[config.mk]
export PLATFORM = sky130hd
export DESIGN_NAME = id_ex_operand_stage
export DESIGN_NICKNAME = d
export VERILOG_FILES = /design/src/rtl/id_ex_operand_stage.sv
export SDC_FILE = /design/constraint.sdc
export NUM_CORES = 1
export LEC_CHECK = 0
export BUFFER_PORTS_ARGS = -buffer_cell sky130_fd_sc_hd__buf_2
export CORE_AREA = 2 2 128 130
export DETAILED_ROUTE_END_ITERATION = 8
export DIE_AREA = 0 0 130 132
export PLACE_DENSITY = 0.69
export SYNTH_ARGS = -nofsm -noshare
export SYNTH_HDL_FRONTEND = slang
export SYNTH_SLANG_ARGS = --single-unit
export TNS_END_PERCENT = 20
[constraint.sdc]
create_clock -name clk -period 4.53 [get_ports clk]
set_clock_uncertainty 0.15 [all_clocks]
set_input_delay 0.906 -clock clk [delete_from_list [all_inputs] [get_ports clk]]
set_output_delay 0.906 -clock clk [all_outputs]
set_load 0.02 [all_outputs]
[src/rtl/id_ex_operand_stage.sv]
// ----------------------------------------------------------------------------
// id_ex_operand_stage
//
// ID/EX pipeline register for the five-stage MIPS core, followed by the
// operand-resolution logic that feeds the ALU directly.
//
// Configuration macro: OPERAND_FORWARD_EN
//   defined   : rs/rt are forwarded from EX/MEM (first) or MEM/WB. Only
//               load-use dependencies on the EX slot raise hazard_stall.
//   undefined : no forwarding muxes. Operands come from the latched
//               register-file data. hazard_stall is raised for any RAW
//               dependency on the EX slot or on EX/MEM.
//
// Ports
//   clk, reset                 rising-edge clock, async active-low reset
//   stall, flush               external freeze / squash of the EX slot
//   id_*                       decoded instruction presented by ID
//   exmem_*, memwb_*           forwarding sources (writer regwrite/rd/result)
//   ex_valid                   EX slot holds a real instruction
//   ex_a, ex_b                 ALU operands A and B
//   ex_alufun, ex_sign         ALU function code and signed flag
//   ex_store_data              forwarded rt, for stores
//   ex_rd, ex_regwrite,
//   ex_memread, ex_memwrite    control carried on to MEM
//   hazard_stall               combinational; upstream holds PC and IF/ID
//
// Handshake: ex_valid qualifies every ex_* output (they all read 0 when it is
// low). hazard_stall is a same-cycle back-pressure signal. While it is high
// this stage loads a bubble and the upstream stages must present the same ID
// instruction again on the next cycle.
// ----------------------------------------------------------------------------
module id_ex_operand_stage #(
    parameter int DW        = 32,
    parameter int LUI_SHAMT = 16
) (
    input  logic          clk,
    input  logic          reset,
    input  logic          stall,
    input  logic          flush,
    input  logic          id_valid,
    input  logic [4:0]    id_rs_addr,
    input  logic [4:0]    id_rt_addr,
    input  logic          id_use_rs,
    input  logic          id_use_rt,
    input  logic [DW-1:0] id_rs_data,
    input  logic [DW-1:0] id_rt_data,
    input  logic [DW-1:0] id_imm,
    input  logic [4:0]    id_shamt,
    input  logic [1:0]    id_alusrc_a,
    input  logic          id_alusrc_b,
    input  logic [5:0]    id_alufun,
    input  logic          id_sign,
    input  logic [4:0]    id_rd_addr,
    input  logic          id_regwrite,
    input  logic          id_memread,
    input  logic          id_memwrite,
    input  logic          exmem_regwrite,
    input  logic [4:0]    exmem_rd,
    input  logic [DW-1:0] exmem_result,
    input  logic          memwb_regwrite,
    input  logic [4:0]    memwb_rd,
    input  logic [DW-1:0] memwb_result,
    output logic          ex_valid,
    output logic [DW-1:0] ex_a,
    output logic [DW-1:0] ex_b,
    output logic [5:0]    ex_alufun,
    output logic          ex_sign,
    output logic [DW-1:0] ex_store_data,
    output logic [4:0]    ex_rd,
    output logic          ex_regwrite,
    output logic          ex_memread,
    output logic          ex_memwrite,
    output logic          hazard_stall
);

    // ------------------------------------------------------------------
    // Stage registers
    // ------------------------------------------------------------------
    logic          valid_q,    valid_d;
    logic [4:0]    rs_addr_q,  rs_addr_d;
    logic [4:0]    rt_addr_q,  rt_addr_d;
    logic [DW-1:0] rs_data_q,  rs_data_d;
    logic [DW-1:0] rt_data_q,  rt_data_d;
    logic [DW-1:0] imm_q,      imm_d;
    logic [4:0]    shamt_q,    shamt_d;
    logic [1:0]    alusrc_a_q, alusrc_a_d;
    logic          alusrc_b_q, alusrc_b_d;
    logic [5:0]    alufun_q,   alufun_d;
    logic          sign_q,     sign_d;
    logic [4:0]    rd_q,       rd_d;
    logic          regwrite_q, regwrite_d;
    logic          memread_q,  memread_d;
    logic          memwrite_q, memwrite_d;

    // Priority: flush > stall > hazard bubble > capture.
    always_comb begin
        valid_d    = valid_q;
        rs_addr_d  = rs_addr_q;
        rt_addr_d  = rt_addr_q;
        rs_data_d  = rs_data_q;
        rt_data_d  = rt_data_q;
        imm_d      = imm_q;
        shamt_d    = shamt_q;
        alusrc_a_d = alusrc_a_q;
        alusrc_b_d = alusrc_b_q;
        alufun_d   = alufun_q;
        sign_d     = sign_q;
        rd_d       = rd_q;
        regwrite_d = regwrite_q;
        memread_d  = memread_q;
        memwrite_d = memwrite_q;
        if (flush || (!stall && hazard_stall)) begin
            valid_d    = 1'b0;
            rs_addr_d  = '0;
            rt_addr_d  = '0;
            rs_data_d  = '0;
            rt_data_d  = '0;
            imm_d      = '0;
            shamt_d    = '0;
            alusrc_a_d = '0;
            alusrc_b_d = 1'b0;
            alufun_d   = '0;
            sign_d     = 1'b0;
            rd_d       = '0;
            regwrite_d = 1'b0;
            memread_d  = 1'b0;
            memwrite_d = 1'b0;
        end else if (!stall) begin
            valid_d    = id_valid;
            rs_addr_d  = id_rs_addr;
            rt_addr_d  = id_rt_addr;
            rs_data_d  = id_rs_data;
            rt_data_d  = id_rt_data;
            imm_d      = id_imm;
            shamt_d    = id_shamt;
            alusrc_a_d = id_alusrc_a;
            alusrc_b_d = id_alusrc_b;
            alufun_d   = id_alufun;
            sign_d     = id_sign;
            rd_d       = id_rd_addr;
            regwrite_d = id_regwrite;
            memread_d  = id_memread;
            memwrite_d = id_memwrite;
        end
    end

    always_ff @(posedge clk or negedge reset) begin
        if (!reset) begin
            valid_q    <= 1'b0;
            rs_addr_q  <= '0;
            rt_addr_q  <= '0;
            rs_data_q  <= '0;
            rt_data_q  <= '0;
            imm_q      <= '0;
            shamt_q    <= '0;
            alusrc_a_q <= '0;
            alusrc_b_q <= 1'b0;
            alufun_q   <= '0;
            sign_q     <= 1'b0;
            rd_q       <= '0;
            regwrite_q <= 1'b0;
            memread_q  <= 1'b0;
            memwrite_q <= 1'b0;
        end else begin
            valid_q    <= valid_d;
            rs_addr_q  <= rs_addr_d;
            rt_addr_q  <= rt_addr_d;
            rs_data_q  <= rs_data_d;
            rt_data_q  <= rt_data_d;
            imm_q      <= imm_d;
            shamt_q    <= shamt_d;
            alusrc_a_q <= alusrc_a_d;
            alusrc_b_q <= alusrc_b_d;
            alufun_q   <= alufun_d;
            sign_q     <= sign_d;
            rd_q       <= rd_d;
            regwrite_q <= regwrite_d;
            memread_q  <= memread_d;
            memwrite_q <= memwrite_d;
        end
    end

    // ------------------------------------------------------------------
    // Source operand resolution and hazard detection
    // ------------------------------------------------------------------
    logic [DW-1:0] rs_fwd;
    logic [DW-1:0] rt_fwd;

`ifdef OPERAND_FORWARD_EN
    // EX/MEM is the younger writer, so it wins over MEM/WB. $0 is never
    // forwarded because a write to it is architecturally discarded.
    always_comb begin
        rs_fwd = rs_data_q;
        if (exmem_regwrite && (exmem_rd != 5'd0) && (exmem_rd == rs_addr_q)) begin
            rs_fwd = exmem_result;
        end else if (memwb_regwrite && (memwb_rd != 5'd0) && (memwb_rd == rs_addr_q)) begin
            rs_fwd = memwb_result;
        end
        rt_fwd = rt_data_q;
        if (exmem_regwrite && (exmem_rd != 5'd0) && (exmem_rd == rt_addr_q)) begin
            rt_fwd = exmem_result;
        end else if (memwb_regwrite && (memwb_rd != 5'd0) && (memwb_rd == rt_addr_q)) begin
            rt_fwd = memwb_result;
        end
    end

    // Only a load in EX cannot be forwarded in time; one bubble lets it
    // reach MEM/WB, from where the normal forwarding path picks it up.
    assign hazard_stall = valid_q && memread_q && (rd_q != 5'd0) && id_valid &&
                          ((id_use_rs && (id_rs_addr == rd_q)) ||
                           (id_use_rt && (id_rt_addr == rd_q)));
`else
    logic rs_dep;
    logic rt_dep;
    logic unused_fwd_sources;

    assign rs_fwd = rs_data_q;
    assign rt_fwd = rt_data_q;

    // Without forwarding the reader waits until its writer is in WB, where
    // the register file bypass supplies the value during ID.
    assign rs_dep = id_use_rs && (id_rs_addr != 5'd0) &&
                    ((valid_q && regwrite_q && (rd_q == id_rs_addr)) ||
                     (exmem_regwrite && (exmem_rd == id_rs_addr)));
    assign rt_dep = id_use_rt && (id_rt_addr != 5'd0) &&
                    ((valid_q && regwrite_q && (rd_q == id_rt_addr)) ||
                     (exmem_regwrite && (exmem_rd == id_rt_addr)));
    assign hazard_stall = id_valid && (rs_dep || rt_dep);

    assign unused_fwd_sources = ^{exmem_result, memwb_regwrite, memwb_rd,
                                  memwb_result, rs_addr_q, rt_addr_q, memread_q};
`endif

    // ------------------------------------------------------------------
    // ALU operand select and output qualification
    // ------------------------------------------------------------------
    logic [DW-1:0] op_a;
    logic [DW-1:0] op_b;

    always_comb begin
        case (alusrc_a_q)
            2'b01:   op_a = {{(DW-5){1'b0}}, shamt_q};
            2'b10:   op_a = DW'(LUI_SHAMT);
            default: op_a = rs_fwd;   // 2'b11 is reserved and behaves as rs
        endcase
        op_b = alusrc_b_q ? imm_q : rt_fwd;
    end

    assign ex_valid      = valid_q;
    assign ex_a          = valid_q ? op_a     : '0;
    assign ex_b          = valid_q ? op_b     : '0;
    assign ex_store_data = valid_q ? rt_fwd   : '0;
    assign ex_alufun     = valid_q ? alufun_q : '0;
    assign ex_sign       = valid_q && sign_q;
    assign ex_rd         = valid_q ? rd_q     : '0;
    assign ex_regwrite   = valid_q && regwrite_q;
    assign ex_memread    = valid_q && memread_q;
    assign ex_memwrite   = valid_q && memwrite_q;

endmodule
==> impl_metrics.tcl, run 1 <==
set metrics [dict create \
    netlist_area_um2 5830 \
    wl_met3_um 1340 \
    clk_pin_slew_ns 0.06 \
    drv_slew 0 \
    critPathArrivalTime_ns 2.47 \
    timing.slew.headroom_pct 39.6 \
    placed_cell_area_um2 7120 \
    overflow 0 \
    critPathKind "register to output port" \
    syn_nets 697 \
    grt_max_degree 66 \
    cts_resized 0 \
    post-place-cells 916 \
    clk_latency_ns 0.41 \
    hold_buffers 0 \
    critPathRequiredTime_ns 3.47 \
    irDropWorstVdd_mv 0.232 \
    syn_avg_cell_area_um2 12.1 \
    fillers 1443 \
    cts_sinks 120 \
    tightest_slew_ns 0.905 \
    die-area_um2 17200 \
    period_share_pct 77.8 \
    ys_ff_latch 120 \
    postSynthCellCount 483 \
    antenna_left 0 \
    die_h_um 132 \
    cts_buffers 17 \
    grt_pass1_wl_um 24800 \
    status "finished, final reports clean" \
    fin_area_um2 7780 \
    power_density_nw_per_um2 387 \
    wl_per_cell_um 16.5 \
    nNetsFinal 933 \
    fp.dieW_um 130 \
    hold_class "register to register" \
    post-cts-setup-buffers 0 \
    routed-wl-met2_um 7230 \
    globalRouteTotalUtil_pct 18.4 \
    cp-start-kind "register" \
    cts_buffer_depth 2 \
    post_drt_via_cell_ratio 4.96 \
    dr.pass1.iters 4 \
    tritoncts "yes" \
    routed_wl_um 15700 \
    finalHoldViolCount 0 \
    layoutNonFillerInstCount 948 \
    cts_max_level 4 \
    yosys.cell_types.count 25 \
    max_freq_mhz 284 \
    endpoint_kind "output port" \
    cts-root-buf "clkbuf_16" \
    num_antenna_cells 0 \
    grt_pass1_vias 4817 \
    area_growth_pct 33.5 \
    coreArea_um2 15700 \
    m1WireLength_um 6830 \
    hold_ws_ns 0.347 \
    maxCapViolCount 0 \
    period_needed_ns 3.52 \
    finalPower_mw 3.01 \
    start_util_pct 37.1 \
    drive_gt1_share_pct 41.0 \
    gp_congestion 0.809 \
    worstPathMaxFanout 33 \
    drc 0 \
    yosysWarnings 0 \
    grt_setup_unrepaired "no" \
    io_buffers 254 \
    vias 4704 \
    leakage_nw 4.18 \
    core.rowCount 46 \
    yosysSeqAreaShare_pct 51.5 \
    finalSetupViolCount 0 \
    io_pins 325 \
    finalSetupTns_ns 0 \
    top_layer_used "met5" \
    drt_iter0_drc 209 \
    hpwlAfterDp_um 10400 \
    antenna_found_initial 1 \
]
logic make-up after synthesis:
kind of cell / Yosys count / synth area share, %
AO/OA/AOI/OAI: 134 / 19.8
buffers and inverters: 50 / 6.55
AND/OR/NAND/NOR: 125 / 13.2
flip-flops: 120 / 51.5
adder cells (fa/ha/maj): 2 / 0.429
multiplexers: 32 / 5.50
XOR/XNOR: 20 / 3.01
layout make-up:
cell class                 instances  area (µm²)  area share [%]
tap                              216         270            3.48
clock buffer                      18         439            5.65
clock inverter                    14         221            2.85
inverter                           5        18.8           0.241
multi-input combinational        313        2450            31.5
sequential                       120        3010            38.6
timing repair buffer             262        1370            17.6
cells in the mapped netlist (all sizes together):
library cell	count	area, µm²
or2	2	12.5
and2	46	288
or4	2	15.0
xnor2	2	17.5
inv	5	18.8
buf	13	243
a22oi	4	30.0
o22ai	2	12.5
a22o	119	1040
a32oi	2	17.5
nor2	3	11.3
nor4	4	25.0
xor2	18	158
mux2i	32	320
nand2	3	11.3
o221a	1	20.0
a21oi	2	10.0
o21ai	4	20.0
dfrtp	120	3000
and3	27	169
ha	2	25.0
clkbuf	32	120
nor2b	38	238
routing by layer:
layer / global-route usage, % / vias up
met2: 29.1 / 204
li1: - / 2241
met5: 0 / -
met4: 6.87 / 2
met3: 5.84 / 23
met1: 23.4 / 2234
placed cells by master (no fill, tap or decap), types with 3 or more instances in the layout:
cell type / n
and2_1: 46
nor2b_1: 37
clkinv_4: 3
clkinvlp_4: 3
clkbuf_16: 17
a22oi_1: 4
buf_2: 253
and3_1: 27
nand2_1: 3
bufinv_16: 5
xor2_1: 18
buf_4: 6
mux2i_1: 32
dfrtp_1: 118
nor4_1: 4
buf_12: 3
nor2_1: 3
inv_1: 5
a22o_1: 119
through the flow:
stage / util, % / worst slack [ns]
floorplan: - / 1.59
global placement: 45.3 / 1.30
detailed placement: 45.3 / 1.27
CTS: 49.5 / 0.945
global route: 49.5 / 0.767
finish: 49.5 / 1.01
worst max-delay path: stages (launching register included):
cell and delay [ns]:
dfrtp_1 0.38, inv_1 0.06, ha_1 0.66, nor2b_1 0.46
a22oi_1 0.12, nor2b_1 0.19, buf_2 0.18
final timing paths:
check | startpoint | endpoint | slack, ns | depth (start not counted)
setup / recovery | alusrc_a_q[0] | ex_a[0] | 1.01 | 6
hold / removal | rs_data_q[7] | rs_data_q[7] | 0.35 | 1
setup reg to reg | ex_valid | rt_data_q[10] | 1.90 | 7
hold reg to reg | rs_data_q[7] | rs_data_q[7] | 0.35 | 1
max in group asynchronous | reset | imm_q[15] | 2.99 | 2
min in group asynchronous | reset | rt_data_q[20] | 0.41 | 1
registers in the layout, indices dropped and copies added, names as in the netlist:
signal and flops:
alusrc_a_q 2, alusrc_b_q 1, shamt_q 5, alufun_q 6
rt_data_q 32, imm_q 32, rd_q 5, memwrite_q 1
sign_q 1, memread_q 1, ex_valid 1, rs_data_q 32
regwrite_q 1
power breakdown:
part | internal, mW | total, mW | switching (mW)
logic | 0.148 | 0.322 | 0.174
registers | 1.13 | 1.18 | 0.0476
clock network | 0.996 | 1.50 | 0.509
total | 2.28 | 3.01 | 0.730
No activity file was read; power rests on OpenSTA's default activity.
==> run 2, diff against run 1 <==
PLACE_DENSITY = 0.71   (was 0.69)
clock period = 3.1 ns   (was 4.53 ns; I/O delays follow)
==> impl_metrics.tcl, run 2 (synthesis gave the netlist of run 1 again) <==
set metrics [dict create \
    status "finished, final reports clean" \
    wl_per_cell_um 16.6 \
    slowest_delay_ns 0.47 \
    drt_iter0_drc 209 \
    cp-start-kind "register" \
    post-route-util_pct 49.3 \
    coreArea_um2 15700 \
    area_growth_pct 33.0 \
    tritoncts "yes" \
    antenna_found_initial 0 \
    grt_pass1_vias 4682 \
    layoutNonFillerInstCount 951 \
    placed_cell_area_um2 7180 \
    worstPathMaxFanout 22 \
    multiInputGateArea_um2 2450 \
    register_area_um2 3010 \
    drc 0 \
    cts_sinks 120 \
    cts_buffers 17 \
    leakage_nw 4.17 \
    endpoint_kind "output port" \
    post-place-cells 919 \
    critPathKind "register to output port" \
    finalSetupTns_ns 0 \
    hold_buffers 0 \
    nNetsFinal 936 \
    io_pins 325 \
    die_h_um 132 \
    start_util_pct 37.1 \
    crit_chain "inv_1, ha_1, buf_4, inv_1, o21ai_0, a21oi_1, buf_2" \
    overflow 0 \
    critPathArrivalTime_ns 2.07 \
    cts_buffer_depth 2 \
    top_regs "imm_q x32, rs_data_q x32, rt_data_q x32" \
    vias 4729 \
    cts_resized 0 \
    post_drt_via_cell_ratio 4.97 \
    drive_gt1_share_pct 40.7 \
    period_needed_ns 2.84 \
    layout_common_cells "253 x buf_2, 119 x a22o_1, 118 x dfrtp_1, 46 x and2_1, 37 x nor2b_1" \
    dr.pass1.iters 4 \
    core.rowCount 46 \
    grt_setup_unrepaired "no" \
    tightest_slew_ns 0.701 \
    clk_latency_ns 0.40 \
    cp_slowest_cell "ha_1" \
    drv_slew 0 \
    grt_max_degree 121 \
    maxCapViolCount 0 \
    gp_congestion 0.846 \
    die-area_um2 17200 \
    fp.dieW_um 130 \
    fin_area_um2 7750 \
    power_density_nw_per_um2 533 \
    irDropWorstVdd_mv 0.345 \
    hold_class "input pin to async pin" \
    globalRouteTotalUtil_pct 18.1 \
    post-cts-setup-buffers 0 \
    finalHoldViolCount 0 \
    cp.buffers_inverters 4 \
    period_share_pct 91.6 \
    critPathMostFrequentCell "inv_1" \
    num_antenna_cells 0 \
    routed_wl_um 15800 \
    antenna_left 0 \
    timing.slew.headroom_pct 53.3 \
    critPathRequiredTime_ns 2.33 \
    cts-root-buf "clkbuf_16" \
    crit_family "buffers and inverters" \
    cts_max_level 4 \
    final_common_cell "buf_2" \
    fillers 1492 \
    io_buffers 254 \
    clk_pin_slew_ns 0.05 \
    finalSetupViolCount 0 \
    max_freq_mhz 352 \
    hpwlAfterDp_um 10600 \
    grt_pass1_wl_um 24400 \
]
==> run 2: cell count changes in the layout (fill, tap and decap cells not counted), sizes merged <==
cell / before / now
buf: 262 / 265
bufinv: 5 / 2
clkbuf: 18 / 24
clkinvlp: 3 / 2
inv: 7 / 5
==> run 2: worst paths after layout <==
kind,start,to,slack [ns],cells past startpoint
setup / recovery,alusrc_a_q[0],ex_a[4],0.26,7
hold / removal,reset,rs_data_q[27],0.11,2
setup reg to reg,rd_q[2],imm_q[6],0.79,6
hold reg to reg,rs_data_q[4],rs_data_q[4],0.35,1
max in group asynchronous,reset,rt_data_q[2],2.14,2
min in group clk,id_alusrc_a[1],alusrc_a_q[1],0.27,2
==> run 2: worst register-to-register path: stages, from the launching register on <==
cell,delay [ns]
dfrtp_1,0.43
xor2_1,0.16
nor4_1,0.39
a32oi_1,0.18
o221a_4,0.44
buf_12,0.21
a22o_1,0.22
==> run 2: power by group <==
group	total, mW	switching (mW)	leakage (nW)	internal [mW]
registers	1.72	0.0655	1.59	1.66
clock network	1.92	0.682	0.280	1.24
logic	0.483	0.258	2.30	0.225
total	4.13	1.01	4.17	3.12
==> run 2: per-layer routing <==
metal  global-route usage (%)  routed length [µm]  vias to the layer above
met3                     6.33                1170                       15
li1                         -                   -                     2244
met5                        0                   0                        -
met1                     22.7                6920                     2305
met2                     29.0                7470                      165
met4                     6.21                 227                        0
==> run 2: stage by stage <==
| stage | power, mW | setup WS [ns] | hold WS, ns |
|---|---|---|---|
| floorplan | 2.03 | 0.730 | 0.174 |
| global placement | 2.23 | 0.471 | 0.331 |
| detailed placement | 2.24 | 0.441 | 0.335 |
| CTS | 4.19 | 0.235 | 0.179 |
| global route | 4.30 | 0.123 | 0.195 |
| finish | 4.13 | 0.262 | 0.113 |
==> run 2: cell type report <==
type                            instances  share of cell area (%)
Timing Repair Buffer                  265                    18.5
Sequential cell                       120                    38.8
Clock buffer                           24                    6.21
Tap cell                              216                    3.49
Inverter                                5                   0.242
Clock inverter                          8                    1.23
Multi-Input combinational cell        313                    31.6
==> run 3, diff against run 2 <==
ABC_AREA = 1   (was unset)
CORE_AREA = unset   (was 2 2 128 130)
CORE_MARGIN = 2   (was unset)
CORE_UTILIZATION = 48   (was unset)
DIE_AREA = unset   (was 0 0 130 132)
PLACE_DENSITY = 0.81   (was 0.71)
clock period = 3 ns   (was 3.1 ns; I/O delays follow)
==> impl_metrics.tcl, run 3 <==
set metrics [dict create \
    timing.slew.headroom_pct 59.5 \
    layout_common_cells "350 x nand2_1, 252 x buf_2, 232 x nor2_1, 217 x inv_1, 124 x nand3_1" \
    synth.area.top_cells "dfrtp_1 41%, nand2_1 18%, nor2_1 12%" \
    synthArstFlopShare_pct 100 \
    finalHoldViolCount 0 \
    grt_pass1_vias 7013 \
    post-place-cells 1547 \
    layoutNonFillerInstCount 1582 \
    wl_per_cell_um 13.0 \
    critPathRequiredTime_ns 2.25 \
    endpoint_kind "output port" \
    max_freq_mhz 369 \
    final_common_cell "nand2_1" \
    globalRouteTotalUtil_pct 25.7 \
    drc 0 \
    synth_area_leader_cell "dfrtp_1" \
    yosysMostFrequentCell "nand2_1" \
    critPathLaunch "alusrc_a_q[0]" \
    post_drt_via_cell_ratio 4.79 \
    synth_edf_count 0 \
    irDropWorstVdd_mv 0.427 \
    syn_nets 1380 \
    grt_pass1_wl_um 33600 \
    synth_common_cells "351 x nand2_1, 233 x nor2_1, 218 x inv_1, 124 x nand3_1, 120 x dfrtp_1" \
    netlist_area_um2 7250 \
    finalSetupTns_ns 0 \
    yosysSeqAreaShare_pct 41.4 \
    cts_max_level 4 \
    yosysWarnings 0 \
    io_buffers 254 \
    power_density_nw_per_um2 481 \
    tightest_slew_ns 0.608 \
    gp_congestion 0.892 \
    reg2reg_from "rd_q[4]" \
    cts_sinks 120 \
    period_needed_ns 2.71 \
    tritoncts "yes" \
    dr.pass1.iters 8 \
    die_h_um 127 \
    critPathArrivalTime_ns 1.96 \
    routed_wl_um 20600 \
    drv_slew 0 \
    worstPathMaxFanout 7 \
    status "finished, final reports clean" \
    hpwlAfterDp_um 13600 \
    leakage_nw 6.19 \
    syn_avg_cell_area_um2 6.22 \
    hold_class "register to register" \
    grt_max_degree 121 \
    cts_buffers 17 \
    cp-start-kind "register" \
    ys.flop_type "dfrtp_1" \
    fp.dieW_um 127 \
    hold_start "memwrite_q" \
    cts-root-buf "clkbuf_16" \
    period_share_pct 90.4 \
    start_util_pct 49.5 \
    yosys.cell_types.count 17 \
    io_pins 325 \
    coreArea_um2 14600 \
    postSynthCellCount 1166 \
    clk_pin_slew_ns 0.06 \
    finalSetupViolCount 0 \
    top_regs "imm_q x32, rs_data_q x32, rt_data_q x32" \
    antenna_left 0 \
    die-area_um2 16100 \
    area_growth_pct 26.7 \
    hold_path_depth 2 \
    rr_worst_depth 12 \
    nNetsFinal 1597 \
    yosysTopAreaCellShare_pct 41.4 \
    post-route-util_pct 62.8 \
    regToRegSetupSlack_ns 0.89 \
    drt_iter0_drc 727 \
    ys_ff_latch 120 \
    antenna_found_initial 4 \
    vias 7581 \
    cts_buffer_depth 2 \
    core.rowCount 44 \
    drive_gt1_share_pct 21.9 \
    grt_setup_unrepaired "no" \
    overflow 0 \
    maxCapViolCount 0 \
    critPathKind "register to output port" \
    clk_latency_ns 0.41 \
]
-- run 3: cell types whose count changed in the layout (fill, tap and decap cells not counted), moves of 27 or more --
| cell | before | now |
|---|---|---|
| nand3_1 | 0 | 124 |
| nand2_1 | 3 | 350 |
| and2_1 | 46 | 0 |
| nor2_1 | 3 | 232 |
| and3_1 | 27 | 0 |
| inv_1 | 5 | 217 |
| a22o_1 | 119 | 0 |
| mux2i_1 | 32 | 1 |
| o21ai_0 | 2 | 34 |
| nor2b_1 | 37 | 0 |
-- run 3: cell families (layout without fill, tap and decap cells) --
kind of cell,count (synthesis),after routing,synth area share [%]
adders and majority gates,2,2,0.345
DFF,120,120,41.4
AOI/OAI and AO/OA,39,39,2.83
buffers and inverters,294,523,16.4
other,0,3,0
muxes,1,1,0.138
and+or+nand+nor,710,710,38.9
-- run 3: layout make-up --
| class | instances | area, µm² |
|---|---|---|
| fillers | 1398 | 5450 |
| well taps | 184 | 230 |
| repair buffers | 268 | 1450 |
| diodes | 3 | 7.51 |
| clock inverters | 10 | 128 |
| multi-input cells | 752 | 3080 |
| inverters | 224 | 843 |
| flip-flops and latches | 120 | 3000 |
| clock buffers | 21 | 450 |
-- run 3: what timing repair did --
item,CTS,global route
resized for setup,0,0
endpoints found under the hold margin,1,0
hold buffers,1,0
setup buffers,0,0
endpoints found under the setup margin,0,0
-- run 3: per-layer routing --
metal	vias up	wire length, µm	part of all wire (%)	global-route usage, %
li1	3844	-	-	-
met1	3426	9290	45	35.2
met2	270	9640	47	40.4
met3	39	1170	5.7	5.10
met4	2	465	2.3	10.0
met5	-	13	0.063	0
-- run 3: through the flow --
step                area [µm²]  hold WS, ns  worst slack, ns  total power, mW
global placement          8590        0.311            0.609             2.41
CTS                       9180        0.330            0.276             4.45
floorplan                 7250        0.154            0.668             2.16
global route              9190        0.346            0.108             4.61
detailed placement        8590        0.315            0.572             2.42
finish                    9190        0.327            0.288             4.42
-- run 3: final timing paths --
check                              to
setup / recovery              ex_a[4]
hold / removal             memwrite_q
setup reg to reg           shamt_q[2]
hold reg to reg            memwrite_q
max in group asynchronous   imm_q[24]
min in group asynchronous     rd_q[1]
-- run 3: power breakdown --
| part | switching, mW | internal (mW) |
|---|---|---|
| clock network | 0.702 | 1.31 |
| logic | 0.400 | 0.223 |
| registers | 0.0651 | 1.71 |
| total | 1.17 | 3.25 |
-- run 3: worst max-delay path, stage by stage (launching register included) --
cell	delay, ns
dfrtp_1	0.37
inv_1	0.05
ha_1	0.39
nor2_1	0.30
nand2_1	0.09
a21oi_1	0.15
buf_2	0.20
